`src/rtl/cr_cddip_rbus_initiator_if.sv`:
```
// Request/response handshake bundle between the test/boot sequencer (master)
// and the rbus ring-head initiator (slave).
interface cr_cddip_rbus_initiator_if #(
  parameter int unsigned ADDR_BITS = 20,
  parameter int unsigned DATA_BITS = 32
);
  logic                 req_valid;
  logic                 req_ready;
  logic                 req_wr;
  logic [ADDR_BITS-1:0] req_addr;
  logic [DATA_BITS-1:0] req_wr_data;
  logic                 resp_valid;
  logic                 resp_ready;
  logic [1:0]           resp_status;
  logic [DATA_BITS-1:0] resp_rd_data;

  modport master (
    output req_valid, req_wr, req_addr, req_wr_data, resp_ready,
    input  req_ready, resp_valid, resp_status, resp_rd_data
  );

  modport slave (
    input  req_valid, req_wr, req_addr, req_wr_data, resp_ready,
    output req_ready, resp_valid, resp_status, resp_rd_data
  );
endinterface

```
`src/rtl/cr_cddip_rbus_initiator.sv`:
```
// Head-of-ring rbus initiator: launches one register request as a one-cycle
// strobe, waits for ack/err_ack or timeout, then holds one response.
module cr_cddip_rbus_initiator #(
  parameter int unsigned ADDR_BITS   = 20,
  parameter int unsigned DATA_BITS   = 32,
  parameter int unsigned TIMEOUT_CYC = 1024
) (
  input  logic                 clk,
  input  logic                 rst,
  cr_cddip_rbus_initiator_if.slave req_if,
  output logic [ADDR_BITS-1:0] rbus_addr_o,
  output logic                 rbus_wr_strb_o,
  output logic [DATA_BITS-1:0] rbus_wr_data_o,
  output logic                 rbus_rd_strb_o,
  output logic [DATA_BITS-1:0] rbus_rd_data_o,
  output logic                 rbus_ack_o,
  output logic                 rbus_err_ack_o,
  input  logic [DATA_BITS-1:0] rbus_rd_data_i,
  input  logic                 rbus_ack_i,
  input  logic                 rbus_err_ack_i,
  output logic                 busy,
  output logic                 stray_ack
);

  localparam int unsigned CNT_W  = 16;
  localparam int unsigned STAT_W = 2;
  localparam logic [CNT_W-1:0]  CNT_LAST = CNT_W'(TIMEOUT_CYC - 1);
  localparam logic [CNT_W-1:0]  CNT_MAX  = '1;
  localparam logic [STAT_W-1:0] ST_ACK   = STAT_W'(0);
  localparam logic [STAT_W-1:0] ST_ERR   = STAT_W'(1);
  localparam logic [STAT_W-1:0] ST_TO    = STAT_W'(2);
  localparam logic [STAT_W-1:0] ST_MIS   = STAT_W'(3);

  typedef enum logic [1:0] {IDLE, ISSUE, WAIT, RESP} state_e;

  state_e               state_q, state_d;
  logic                 cap_wr_q, cap_wr_d;
  logic [ADDR_BITS-1:0] addr_q, addr_d;
  logic [DATA_BITS-1:0] wdata_q, wdata_d;
  logic                 wr_strb_q, wr_strb_d;
  logic                 rd_strb_q, rd_strb_d;
  logic [CNT_W-1:0]     cnt_q, cnt_d;
  logic [STAT_W-1:0]    status_q, status_d;
  logic [DATA_BITS-1:0] rdata_q, rdata_d;
  logic                 stray_q, stray_d;
  logic                 misaligned;
  logic                 any_ack;

  assign misaligned = (req_if.req_addr[1:0] != 2'b00);
  assign any_ack    = rbus_ack_i | rbus_err_ack_i;

  always_ff @(posedge clk) begin
    if (rst) state_q <= IDLE;
    else     state_q <= state_d;
  end

  always_comb begin
    state_d = state_q;
    case (state_q)
      IDLE:    if (req_if.req_valid) state_d = misaligned ? RESP : ISSUE;
      ISSUE:   state_d = WAIT;
      WAIT:    if (any_ack || (cnt_q == CNT_LAST)) state_d = RESP;
      RESP:    if (req_if.resp_ready) state_d = IDLE;
      default: state_d = IDLE;
    endcase
  end

  // Handshake and ring-head outputs decoded from state and held registers.
  always_comb begin
    req_if.req_ready    = (state_q == IDLE);
    req_if.resp_valid   = (state_q == RESP);
    req_if.resp_status  = status_q;
    req_if.resp_rd_data = rdata_q;
    busy                = (state_q != IDLE);
    stray_ack           = stray_q;
    rbus_addr_o         = addr_q;
    rbus_wr_data_o      = wdata_q;
    rbus_wr_strb_o      = wr_strb_q;
    rbus_rd_strb_o      = rd_strb_q;
    rbus_rd_data_o      = '0;
    rbus_ack_o          = 1'b0;
    rbus_err_ack_o      = 1'b0;
  end

  // Capture, strobe, timeout-counter and response next values.
  always_comb begin
    cap_wr_d  = cap_wr_q;
    addr_d    = addr_q;
    wdata_d   = wdata_q;
    wr_strb_d = 1'b0;
    rd_strb_d = 1'b0;
    cnt_d     = cnt_q;
    status_d  = status_q;
    rdata_d   = rdata_q;
    stray_d   = stray_q | (any_ack & (state_q != WAIT));
    case (state_q)
      IDLE: begin
        if (req_if.req_valid) begin
          cap_wr_d = req_if.req_wr;
          if (misaligned) begin
            status_d = ST_MIS;
            rdata_d  = '0;
          end else begin
            addr_d    = req_if.req_addr;
            wdata_d   = req_if.req_wr_data;
            wr_strb_d = req_if.req_wr;
            rd_strb_d = ~req_if.req_wr;
          end
        end
      end
      ISSUE: cnt_d = '0;
      WAIT: begin
        cnt_d = (cnt_q == CNT_MAX) ? cnt_q : cnt_q + CNT_W'(1);
        // err_ack beats ack, and any ack beats the timeout in the same cycle
        if (rbus_err_ack_i) begin
          status_d = ST_ERR;
          rdata_d  = '0;
        end else if (rbus_ack_i) begin
          status_d = ST_ACK;
          rdata_d  = cap_wr_q ? '0 : rbus_rd_data_i;
        end else if (cnt_q == CNT_LAST) begin
          status_d = ST_TO;
          rdata_d  = '0;
        end
      end
      default: ;
    endcase
  end

  always_ff @(posedge clk) begin
    if (rst) begin
      cap_wr_q  <= 1'b0;
      addr_q    <= '0;
      wdata_q   <= '0;
      wr_strb_q <= 1'b0;
      rd_strb_q <= 1'b0;
      cnt_q     <= '0;
      status_q  <= '0;
      rdata_q   <= '0;
      stray_q   <= 1'b0;
    end else begin
      cap_wr_q  <= cap_wr_d;
      addr_q    <= addr_d;
      wdata_q   <= wdata_d;
      wr_strb_q <= wr_strb_d;
      rd_strb_q <= rd_strb_d;
      cnt_q     <= cnt_d;
      status_q  <= status_d;
      rdata_q   <= rdata_d;
      stray_q   <= stray_d;
    end
  end

endmodule

```
`src/flat_wrapper.sv`:
```
// flat-port wrapper written by rule: the top's interface ports become plain ports
module cr_cddip_rbus_initiator_flat 
#(
  parameter int unsigned ADDR_BITS   = 20,
  parameter int unsigned DATA_BITS   = 32,
  parameter int unsigned TIMEOUT_CYC = 1024
)
  (clk, rst, rbus_addr_o, rbus_wr_strb_o, rbus_wr_data_o, rbus_rd_strb_o, rbus_rd_data_o, rbus_ack_o, rbus_err_ack_o, rbus_rd_data_i, rbus_ack_i, rbus_err_ack_i, busy, stray_ack, req_if_req_valid, req_if_req_wr, req_if_req_addr, req_if_req_wr_data, req_if_resp_ready, req_if_req_ready, req_if_resp_valid, req_if_resp_status, req_if_resp_rd_data);
  cr_cddip_rbus_initiator_if #(.ADDR_BITS(ADDR_BITS), .DATA_BITS(DATA_BITS)) req_if_i ();
  input  logic clk;
  input  logic rst;
  output logic [ADDR_BITS-1:0] rbus_addr_o;
  output logic rbus_wr_strb_o;
  output logic [DATA_BITS-1:0] rbus_wr_data_o;
  output logic rbus_rd_strb_o;
  output logic [DATA_BITS-1:0] rbus_rd_data_o;
  output logic rbus_ack_o;
  output logic rbus_err_ack_o;
  input  logic [DATA_BITS-1:0] rbus_rd_data_i;
  input  logic rbus_ack_i;
  input  logic rbus_err_ack_i;
  output logic busy;
  output logic stray_ack;
  input wire logic [$bits(req_if_i.req_valid)-1:0] req_if_req_valid;
  input wire logic [$bits(req_if_i.req_wr)-1:0] req_if_req_wr;
  input wire logic [$bits(req_if_i.req_addr)-1:0] req_if_req_addr;
  input wire logic [$bits(req_if_i.req_wr_data)-1:0] req_if_req_wr_data;
  input wire logic [$bits(req_if_i.resp_ready)-1:0] req_if_resp_ready;
  output wire logic [$bits(req_if_i.req_ready)-1:0] req_if_req_ready;
  output wire logic [$bits(req_if_i.resp_valid)-1:0] req_if_resp_valid;
  output wire logic [$bits(req_if_i.resp_status)-1:0] req_if_resp_status;
  output wire logic [$bits(req_if_i.resp_rd_data)-1:0] req_if_resp_rd_data;
  assign req_if_i.req_valid = req_if_req_valid;
  assign req_if_i.req_wr = req_if_req_wr;
  assign req_if_i.req_addr = req_if_req_addr;
  assign req_if_i.req_wr_data = req_if_req_wr_data;
  assign req_if_i.resp_ready = req_if_resp_ready;
  assign req_if_req_ready = req_if_i.req_ready;
  assign req_if_resp_valid = req_if_i.resp_valid;
  assign req_if_resp_status = req_if_i.resp_status;
  assign req_if_resp_rd_data = req_if_i.resp_rd_data;
  cr_cddip_rbus_initiator #(.ADDR_BITS(ADDR_BITS), .DATA_BITS(DATA_BITS), .TIMEOUT_CYC(TIMEOUT_CYC)) u_core (.clk(clk), .rst(rst), .req_if(req_if_i), .rbus_addr_o(rbus_addr_o), .rbus_wr_strb_o(rbus_wr_strb_o), .rbus_wr_data_o(rbus_wr_data_o), .rbus_rd_strb_o(rbus_rd_strb_o), .rbus_rd_data_o(rbus_rd_data_o), .rbus_ack_o(rbus_ack_o), .rbus_err_ack_o(rbus_err_ack_o), .rbus_rd_data_i(rbus_rd_data_i), .rbus_ack_i(rbus_ack_i), .rbus_err_ack_i(rbus_err_ack_i), .busy(busy), .stray_ack(stray_ack));
endmodule
```
`config.mk`:
```
export PLATFORM = sky130hd
export DESIGN_NAME = cr_cddip_rbus_initiator_flat
export DESIGN_NICKNAME = d
export VERILOG_FILES = /design/src/rtl/cr_cddip_rbus_initiator_if.sv /design/src/rtl/cr_cddip_rbus_initiator.sv /design/src/flat_wrapper.sv
export SDC_FILE = /design/constraint.sdc
export NUM_CORES = 1
export LEC_CHECK = 0
export CAP_MARGIN = 20
export CORE_ASPECT_RATIO = 2
export CORE_MARGIN = 2
export CORE_UTILIZATION = 40
export CTS_CLUSTER_DIAMETER = 40
export DETAILED_ROUTE_END_ITERATION = 6
export PLACE_DENSITY = 0.8
export SLEW_MARGIN = 20
export SYNTH_ARGS = -nofsm -noshare
export SYNTH_HDL_FRONTEND = slang
export SYNTH_SLANG_ARGS = --single-unit
```
`constraint.sdc`:
```
create_clock -name clk -period 3.1 [get_ports clk]
set_input_delay 0.465 -clock clk [delete_from_list [all_inputs] [get_ports clk]]
set_output_delay 0.465 -clock clk [all_outputs]
set_load 0.005 [all_outputs]
```
==> reports/metrics.csv, run 1 <==
stage,metric,value,unit
clock_network,CTS tree,built,
synthesis,Mapped Area,4340,um^2
power,Lkg Pwr,2.25,nW
synthesis,Synth Area in Adders,0.0173,
place,RD Place Congestion,0.863,
clock_network,setup bufs post-CTS,0,
grt,met3 Resource Use GR,0.0393,
worst_setup_path,WP data arrival,2680,ps
route,Routed Antenna Nets,0,
final_layout,share of cells above drive strength 1,0.0519,
grt,initial antenna violation count,0,
synthesis,post-synth top area cell,dfxtp_1,
route,DR iter-0 viols,303,
synthesis,mux share of post-synthesis cell area,0.00462,
worst_setup_path,CP startpoint kind,flop,
final_layout,fillcell total,914,
floorplanning,Die Y,151,um
grt,GR Util met1,0.214,
floorplanning,Die ar.,11700,um^2
synthesis,number of synthesized register bits,108,
power,Worst IR Drop VDD,450,uV
sta,period utilization,0.791,
final_layout,area delta synth->final,47.1,%
synthesis,post-synth cell types,44,
route,via count,4208,
synthesis,Synth area leaders,"dfxtp_1 50%, nand2_1 9.7%, a32o_1 7.4%",
clock_network,clk sinks,108,
place,dpl cells,776,
route,Via density,5.31,
synthesis,Ys Warns,0,
clock_network,TritonCTS Buffers,9,
final_layout,"commonest non-fill, non-tap cells in the layout","181 x clkdlybuf4s50_1, 112 x nand2_1, 108 x dfxtp_1",
final_layout,non-filler instance count after layout,792,
floorplanning,row count,53,
floorplanning,Die W,77.6,um
route,DRC viols,0,
synthesis,sequential fraction of the synthesis area,0.499,
synthesis,syn_area_per_cell,8.96,um^2
clock_network,Skew-Pair Late Insertion Delay,340,ps
floorplanning,CORE AREA,10500,um^2
synthesis,XOR/XNOR share of the synthesized area,0,
route,DR WL/cell,16.5,um
grt,global routing's busiest layer,met2,
worst_setup_path,worst endpoint required time,3330,ps
place,Setup WS pre-CTS,669,ps
route,final WL,13100,um
synthesis,post-synth top area share,0.499,
worst_setup_path,critical path type,reg -> reg,
sta,worst slew pin tran,759,ps
grt,number of global-route vias before repair,3976,
route,drt pass-1 iters,6,
grt,first-pass GRT wire length,19600,um
grt,GRT Total Usage,0.212,
sta,final-report setup violation count,0,
clock_network,H-tree depth,3,
final_layout,"most common cell after layout, fill and taps aside",clkdlybuf4s50_1,
final_layout,post-layout util,0.605,
grt,grt ovf,0,
sta,Max Fclk,408,MHz
place,hpwl dp,9650,um
synthesis,Synth Area in Compound Gates,0.205,
grt,met2 Track Usage GR,0.407,
clock_network,clk buf depth,2,
sta,post-route worst setup slack,647,ps
run,max cap viols,0,
status,status,"finished, final reports clean",
floorplanning,initial core utilization,0.411,
worst_setup_path,Setup crit end kind,flop,
clock_network,Worst-path clk slew,70,ps
clock_network,number of gates resized after cts,0,
final_layout,Final #Nets,747,
sta,total negative slack,0,ps
sta,clk_skew,9.92,ps
worst_setup_path,Worst R2R Setup Slack,650,ps
power,Pwr Density,518,nW/um^2
sta,final-report hold violation count,0,
clock_network,clock root cell,clkbuf_16,
synthesis,Synth Area in Simple Gates,0.171,
grt,pin count of the biggest net entering global routing,62,
synthesis,largest family of logic cells by synthesized area,compound AO/OA/AOI/OAI gates,
floorplanning,I/O Pins,217,
sta,Max-slew headroom,0.492,
place,PortBufs,182,
final_layout,multi-input logic area,1870,um^2
clock_network,Post-CTS Hold Buffers,0,
final_layout,# diodes,0,
sta,RSZ-0062 raised after global routing,false,
worst_setup_path,crit-path max FO,33,
sta,fin crit period,2450,ps
worst_hold_path,worst hold path class,reg -> reg,
sta,Slew Limit Fails,0,
final_layout,FF/Latch Area,2160,um^2
synthesis,Post-Synthesis Cells,484,
per-layer routing:
metal,routed length [um],share of wire
met2,7550,0.58
met3,641,0.049
met4,427,0.033
met5,0,0
met1,4470,0.34
path summary, 6_finish.rpt:
| check | startpoint | to | depth (start not counted) |
|---|---|---|---|
| setup reg to reg | u_core.cnt_q[0] | u_core.req_if.resp_rd_data[12] | 5 |
| setup / recovery | u_core.cnt_q[0] | u_core.req_if.resp_rd_data[12] | 5 |
| hold reg to reg | u_core.rbus_wr_data_o[11] | u_core.rbus_wr_data_o[11] | 2 |
| hold / removal | u_core.rbus_wr_data_o[11] | u_core.rbus_wr_data_o[11] | 2 |
cells in the mapped netlist (all sizes together):
| library cell | number |
|---|---|
| a21oi | 56 |
| nor3 | 5 |
| nor4 | 6 |
| o311ai | 4 |
| nor3b | 1 |
| o211ai | 5 |
| a2111oi | 3 |
| a32o | 32 |
| or2 | 4 |
| inv | 9 |
| and3 | 4 |
| nor2b | 1 |
| mux2i | 2 |
| a2bb2oi | 1 |
| and4 | 1 |
| nand3b | 1 |
| o2111a | 1 |
| o41ai | 5 |
| or4 | 4 |
| o22ai | 1 |
| o31ai | 2 |
| conb | 1 |
| nor2 | 10 |
| nand4 | 5 |
| nand2 | 112 |
| or3 | 3 |
| clkbuf | 28 |
| o221a | 1 |
| or4bb | 1 |
| buf | 39 |
| a311o | 1 |
| and2 | 1 |
| dfxtp | 108 |
| a211oi | 1 |
| o211a | 1 |
| a21o | 2 |
| nand3 | 8 |
| a31oi | 2 |
| ha | 6 |
| o21ai | 6 |
final cells by class:
| type | instances | area share |
|---|---|---|
| clock buffer | 11 | 0.0365 |
| timing repair buffer | 189 | 0.293 |
| inverter | 9 | 0.00530 |
| tap | 137 | 0.0269 |
| clock inverter | 5 | 0.00569 |
| multi-input combinational | 333 | 0.294 |
| sequential | 108 | 0.339 |
through the flow:
stage                     hold WS [ps]  cell area (um^2)  power [mW]
after floorplan                    431              4460        1.95
after global placement             441              6110        2.25
after detailed placement           446              6110        2.28
after CTS                          456              6380        3.33
after global routing               472              6380        3.46
final                              454              6380        3.30
logic make-up (layout without fill, tap and decap cells):
group,count (synthesis),in the layout
buf+inv,76,214
other cells,1,34
compound gates,124,124
fa+ha+maj,6,6
simple gates,167,167
mux,2,2
flops,108,108
state kept, by name, summed over array words and instances (netlist names):
register / cells
u_core.req_if.resp_rd_data: 32
u_core.rbus_wr_data_o: 32
u_core.rbus_rd_strb_o: 1
u_core.req_if.resp_status: 2
u_core.cnt_q: 16
u_core.state_q: 2
u_core.cap_wr_q: 1
u_core.rbus_wr_strb_o: 1
u_core.rbus_addr_o: 20
u_core.stray_ack: 1
critical path: stages (launching register included):
cell and delay (ps):
dfxtp_1 400, ha_1 320, or4bb_1 500, or4_4 470
a21o_4 350, a32o_1 310
power by group:
part           total [mW]  internal, mW  leakage, nW  switching (mW)
clock network        1.05         0.547        0.122           0.500
registers            1.53          1.47        0.874          0.0569
logic               0.725         0.356         1.25           0.369
total                3.30          2.38         2.25           0.926
Power figures use the tool's default switching activity.
==> run 2, diff against run 1 <==
--- a/config.mk
+++ b/config.mk
@@ -8,10 +8,10 @@
 export CAP_MARGIN = 20
 export CORE_ASPECT_RATIO = 2
 export CORE_MARGIN = 2
-export CORE_UTILIZATION = 40
+export CORE_UTILIZATION = 36
 export CTS_CLUSTER_DIAMETER = 40
 export DETAILED_ROUTE_END_ITERATION = 6
-export PLACE_DENSITY = 0.8
+export PLACE_DENSITY = 0.76
 export SLEW_MARGIN = 20
 export SYNTH_ARGS = -nofsm -noshare
 export SYNTH_HDL_FRONTEND = slang
==> constraint.sdc (replaced) <==
create_clock -name clk -period 2.12 [get_ports clk]
set_input_delay 0.318 -clock clk [delete_from_list [all_inputs] [get_ports clk]]
set_output_delay 0.318 -clock clk [all_outputs]
set_load 0.005 [all_outputs]
==> run 2 against run 1 <==
Compared with the run above: the flow now finishes with violations (setup timing); global-route usage is 0.14 points higher; final cell count is 5.1% higher; largest power group unchanged; first-iteration DRC count is 22% lower.
==> reports/metrics.csv, run 2 (synthesis results as in run 1) <==
stage,metric,value,unit,change
route,DR iter-0 viols,236,,-22%
place,Setup WS pre-CTS,-101,ps,-770 ps
final_layout,# diodes,0,,unchanged
floorplanning,Die Y,159,um,+5.3%
route,DR WL/cell,16.8,um,+1.9%
sta,Slew Limit Fails,0,,unchanged
power,Worst IR Drop VDD,585,uV,+30%
route,via count,4337,,+3.1%
floorplanning,initial core utilization,0.368,,-0.0429
clock_network,clk sinks,108,,unchanged
final_layout,"most common cell after layout, fill and taps aside",clkdlybuf4s50_1,,
grt,GRT Total Usage,0.213,,+0.00144
worst_hold_path,WHS Endpoint,u_core.cnt_q[4],,
place,"Cell Area, Placed",6360,um^2,+4.0%
run,max cap viols,0,,unchanged
final_layout,share of cells above drive strength 1,0.114,,+0.0616
floorplanning,I/O Pins,217,,unchanged
route,final WL,14000,um,+7.0%
worst_hold_path,worst hold path class,in -> reg,,
worst_setup_path,crit-path max FO,6,,-82%
place,RD Place Congestion,0.900,,+4.3%
worst_setup_path,critical path type,reg -> reg,,
route,drt pass-1 iters,4,,-2
worst_setup_path,depth of the worst register-to-register path,5,,unchanged
worst_hold_path,HP Start,rst,,
place,PortBufs,182,,unchanged
worst_setup_path,R2R Path Start,u_core.cnt_q[0],,
clock_network,CTS tree,built,,
route,Via density,5.21,,-1.9%
final_layout,multi-input logic area,1980,um^2,+5.7%
worst_setup_path,RR Endpoint,u_core.req_if.resp_rd_data[31],,
final_layout,area delta synth->final,56.5,%,
worst_setup_path,WP data arrival,2410,ps,-270 ps
grt,grt ovf,0,,unchanged
sta,final-report hold violation count,0,,unchanged
route,Routed Antenna Nets,0,,unchanged
clock_network,H-tree depth,3,,unchanged
floorplanning,Die ar.,13000,um^2,+11%
grt,pin count of the biggest net entering global routing,43,,-31%
floorplanning,Die W,81.6,um,+5.1%
status,failing checks,setup timing,,
worst_setup_path,CP startpoint kind,flop,,
final_layout,FF/Latch Area,2170,um^2,+0.17%
sta,clk_skew,7.14,ps,-2.78 ps
status,status,"complete, but fails checks",,
clock_network,TritonCTS Buffers,9,,unchanged
final_layout,design area,6790,um^2,+6.4%
clock_network,clock root cell,clkbuf_16,,
worst_hold_path,hold path cells,2,,unchanged
power,Lkg Pwr,2.46,nW,+9.2%
worst_setup_path,Worst R2R Setup Slack,-50,ps,-700 ps
place,hpwl dp,10200,um,+6.0%
sta,period utilization,1.02,,+0.233
grt,initial antenna violation count,0,,unchanged
place,dpl cells,810,,+4.4%
clock_network,Worst-path clk slew,70,ps,about the same
sta,RSZ-0062 raised after global routing,true,,
final_layout,non-filler instance count after layout,832,,+5.1%
sta,fin crit period,2170,ps,-281 ps
grt,number of global-route vias before repair,4312,,+8.5%
worst_setup_path,Setup crit end kind,flop,,
sta,total negative slack,-674,ps,-674 ps
route,DRC viols,0,,unchanged
floorplanning,CORE AREA,11800,um^2,+12%
final_layout,Final #Nets,779,,+4.3%
sta,final-report setup violation count,25,,+25
sta,post-route worst setup slack,-52.3,ps,-699 ps
worst_setup_path,worst endpoint required time,2350,ps,-980 ps
clock_network,Skew-Pair Late Insertion Delay,340,ps,about the same
clock_network,clk buf depth,2,,unchanged
floorplanning,row count,56,,+5.7%
final_layout,"commonest non-fill, non-tap cells in the layout","181 x clkdlybuf4s50_1, 112 x nand2_1, 105 x dfxtp_1",,
power,Pwr Density,791,nW/um^2,+53%
final_layout,post-layout util,0.576,,-0.0287
final_layout,fillcell total,1040,,+14%
sta,Max Fclk,460,MHz,+13%
grt,first-pass GRT wire length,21400,um,+9.5%
run 2: cell types whose count changed in the layout (fill, tap and decap cells not counted), moves of 3 or more:
cell and delta:
ha_1 -3, a21o_4 +4, clkinvlp_4 -3, buf_4 +25, a2111oi_0 -3, dfxtp_1 -3, dfxtp_2 +3
run 2: worst max path at each step:
| stage | startpoint | endpoint | slack [ps] | cells past startpoint |
|---|---|---|---|---|
| 2_1_floorplan | u_core.cnt_q[1] | u_core.req_if.resp_rd_data[10] | -30 | 6 |
| 3_3_place_gp | u_core.cnt_q[1] | u_core.req_if.resp_rd_data[17] | -40 | 5 |
| 3_5_place_dp | u_core.cnt_q[1] | u_core.req_if.resp_rd_data[24] | -100 | 5 |
| 4_1_cts | u_core.cnt_q[1] | u_core.req_if.resp_rd_data[13] | -50 | 5 |
| 5_1_grt | u_core.cnt_q[0] | u_core.req_if.resp_rd_data[31] | -90 | 5 |
| 6_report | u_core.cnt_q[0] | u_core.req_if.resp_rd_data[31] | -50 | 5 |
run 2: timing repair:
action / in CTS / in global routing
endpoints found under the setup margin: 35 / 36
hold buffers: 0 / 0
gates cloned: 2 / 3
hold endpoints to repair: 0 / 0
pin swaps: 5 / 26
setup buffers: 0 / 1
gates resized for setup: 3 / 13
run 2: per-stage QoR:
step	hold slack (ps)	total power, mW
global route	309	5.61
global placement	441	3.42
detailed placement	447	3.46
floorplan	397	2.87
finish	307	5.37
CTS	298	5.34
run 2: critical path, stage by stage (launching register included):
cell,delay [ps]
dfxtp_2,360
ha_4,140
or4bb_4,460
or4_4,580
a21o_4,280
a32o_2,250
run 2: cell type report:
class | count | share of cell area
timing repair buffer | 216 | 0.309
clock inverter | 5 | 0.0122
multi-input combinational | 338 | 0.292
inverter | 9 | 0.00498
tap | 145 | 0.0267
clock buffer | 11 | 0.0358
sequential | 108 | 0.319
run 2: layer usage:
metal,GRT usage,part of all wire,vias to the layer above
met5,0,0,-
met4,0.112,0.038,0
met3,0.0522,0.059,34
met2,0.390,0.56,182
met1,0.211,0.34,2063
li1,-,-,2058
run 2: report_power, final:
| group | switching [mW] | internal [mW] | total, mW | leakage (nW) |
|---|---|---|---|---|
| clock | 0.740 | 1.08 | 1.82 | 0.161 |
| combinational | 0.647 | 0.672 | 1.32 | 1.42 |
| sequential | 0.0801 | 2.16 | 2.24 | 0.875 |
| total | 1.47 | 3.90 | 5.37 | 2.46 |
==> run 3, diff against run 2 <==
--- a/config.mk
+++ b/config.mk
@@ -8,10 +8,11 @@
 export CAP_MARGIN = 20
 export CORE_ASPECT_RATIO = 2
 export CORE_MARGIN = 2
-export CORE_UTILIZATION = 36
+export CORE_UTILIZATION = 43
 export CTS_CLUSTER_DIAMETER = 40
 export DETAILED_ROUTE_END_ITERATION = 6
-export PLACE_DENSITY = 0.76
+export GPL_TIMING_DRIVEN = 0
+export PLACE_DENSITY = 0.85
 export SLEW_MARGIN = 20
 export SYNTH_ARGS = -nofsm -noshare
 export SYNTH_HDL_FRONTEND = slang
==> constraint.sdc (replaced) <==
create_clock -name clk -period 2.6 [get_ports clk]
set_input_delay 0.39 -clock clk [delete_from_list [all_inputs] [get_ports clk]]
set_output_delay 0.39 -clock clk [all_outputs]
set_load 0.005 [all_outputs]
==> run 3 against run 2 <==
Compared with the run above: the flow now finishes without violations; flip-flop and latch count did not move; non-clock buffer count rose by 32; via count rose by 3.9%; total power fell by 23%; clock power fell by 27%; sequential power fell by 19%; register-to-register slack improved by 150 ps; global-route usage rose by 4.9 points; critical path type unchanged.
==> reports/metrics.csv, run 3 (synthesis results as in run 1) <==
stage,metric,value,unit,change
clock_network,clk buf depth,2,,unchanged
sta,RSZ-0062 raised after global routing,false,,
grt,first-pass GRT wire length,22000,um,+2.7%
route,via count,4504,,+3.9%
grt,number of global-route vias before repair,4477,,+3.8%
worst_setup_path,R2R Path Start,u_core.cnt_q[0],,
route,DR iter-0 viols,334,,+42%
floorplanning,Die ar.,11000,um^2,-16%
route,met2 routed WL,7770,um,-0.55%
final_layout,area delta synth->final,55.3,%,
sta,total negative slack,0,ps,+674 ps
place,PortBufs,181,,-0.55%
route,final WL,14200,um,+1.2%
route,DRC viols,0,,unchanged
sta,Slew Limit Fails,0,,unchanged
route,Via density,5.34,,+2.4%
final_layout,Final #Nets,806,,+3.5%
power,Worst IR Drop VDD,490,uV,-16%
clock_network,CTS tree,built,,
worst_hold_path,HP Start,u_core.rbus_wr_data_o[10],,
floorplanning,row count,51,,-8.9%
route,wire length on met3,947,um,+14%
final_layout,# diodes,0,,unchanged
route,top routing layer used,met4,,
sta,Max Fclk,400,MHz,-13%
clock_network,Skew-Pair Late Insertion Delay,340,ps,about the same
run,max cap viols,0,,unchanged
route,Routed Antenna Nets,0,,unchanged
final_layout,"most common cell after layout, fill and taps aside",clkdlybuf4s50_1,,
floorplanning,Die W,75.0,um,-8.1%
route,drt pass-1 iters,5,,+1
sta,final-report hold violation count,0,,unchanged
final_layout,"commonest non-fill, non-tap cells in the layout","181 x clkdlybuf4s50_1, 112 x nand2_1, 108 x dfxtp_1",,
worst_setup_path,critical path type,reg -> reg,,
worst_setup_path,Setup crit end kind,flop,,
worst_setup_path,crit-path max FO,10,,+4
grt,GRT Total Usage,0.262,,+0.0486
worst_setup_path,CP startpoint kind,flop,,
clock_network,H-tree depth,3,,unchanged
sta,fin crit period,2500,ps,+329 ps
clock_network,TritonCTS Buffers,9,,unchanged
grt,grt ovf,0,,unchanged
final_layout,share of cells above drive strength 1,0.0871,,-0.0265
sta,worst slew pin tran,779,ps,
clock_network,Worst-path clk slew,70,ps,about the same
clock_network,setup bufs post-CTS,0,,unchanged
sta,final-report setup violation count,0,,-100%
sta,clk_skew,7.82,ps,+0.685 ps
power,Lkg Pwr,2.46,nW,about the same
route,wire length on met1,4750,um,-1.6%
worst_setup_path,WP data arrival,2730,ps,+320 ps
floorplanning,CORE AREA,9760,um^2,-17%
route,DR WL/cell,16.8,um,-0.28%
power,Pwr Density,613,nW/um^2,-22%
place,RD Place Congestion,0.905,,+0.58%
worst_setup_path,worst endpoint required time,2830,ps,+480 ps
status,status,"finished, final reports clean",,
floorplanning,Die Y,146,um,-8.3%
sta,period utilization,0.962,,-0.0626
final_layout,post-layout util,0.690,,+0.113
place,hpwl dp,11000,um,+7.1%
worst_setup_path,critical path launch point,u_core.cnt_q[0],,
clock_network,clock root cell,clkbuf_16,,
worst_hold_path,worst hold path class,reg -> reg,,
floorplanning,I/O Pins,217,,unchanged
sta,Max-slew headroom,0.477,,
clock_network,clk sinks,108,,unchanged
grt,initial antenna violation count,0,,unchanged
grt,pin count of the biggest net entering global routing,17,,-60%
floorplanning,initial core utilization,0.444,,+0.0758
==> run 3: power by group <==
group	internal [mW]	total [mW]	switching (mW)
registers	1.76	1.82	0.0658
logic	0.499	0.981	0.481
clock network	0.737	1.33	0.591
total	2.99	4.13	1.14
==> run 3: path summary, 6_finish.rpt <==
path,end,slack (ps),cells after the start
worst min-delay path,u_core.rbus_wr_data_o[10],450,2
worst max register to register,u_core.req_if.resp_rd_data[24],100,6
worst min register to register,u_core.rbus_wr_data_o[10],450,2
worst max-delay path,u_core.req_if.resp_rd_data[24],100,6
==> run 3: repair_timing <==
item | CTS | global route
endpoints found under the hold margin | 0 | 0
hold buffers | 0 | 0
resized for setup | 0 | 2
endpoints found under the setup margin | 0 | 31
==> run 3: per-layer routing <==
layer / vias up / track usage
met5: - / 0
met4: 0 / 0.140
met3: 53 / 0.0600
met2: 220 / 0.475
met1: 2131 / 0.259
li1: 2100 / -
==> run 3: layout make-up <==
type                       instances  area, um^2
clock buffer                      10         229
timing repair buffer             181        1810
tap                              132         165
fill                             764        3030
sequential                       108        2160
inverter                           9        33.8
multi-input combinational        333        1870
buffer                            67         409
clock inverter                     4        52.6
==> run 3: worst max-delay path, stage by stage, from the launching register on <==
cell and delay (ps):
dfxtp_1 390, ha_1 340, or4bb_1 510, or4_4 480
a21o_4 260, buf_6 150, a32o_1 260
==> run 3: through the flow <==
step | cell area (um^2) | std cells | power, mW | hold WS, ps | worst slack (ps)
CTS | 6720 | 844 | 4.14 | 454 | 63.8
global placement | 6440 | 830 | 2.78 | 442 | -50.8
finish | 6730 | 844 | 4.13 | 453 | 98.6
detailed placement | 6440 | 830 | 2.82 | 447 | -138
global route | 6730 | 844 | 4.31 | 478 | 13.9
floorplan | 4460 | 517 | 2.33 | 431 | 325
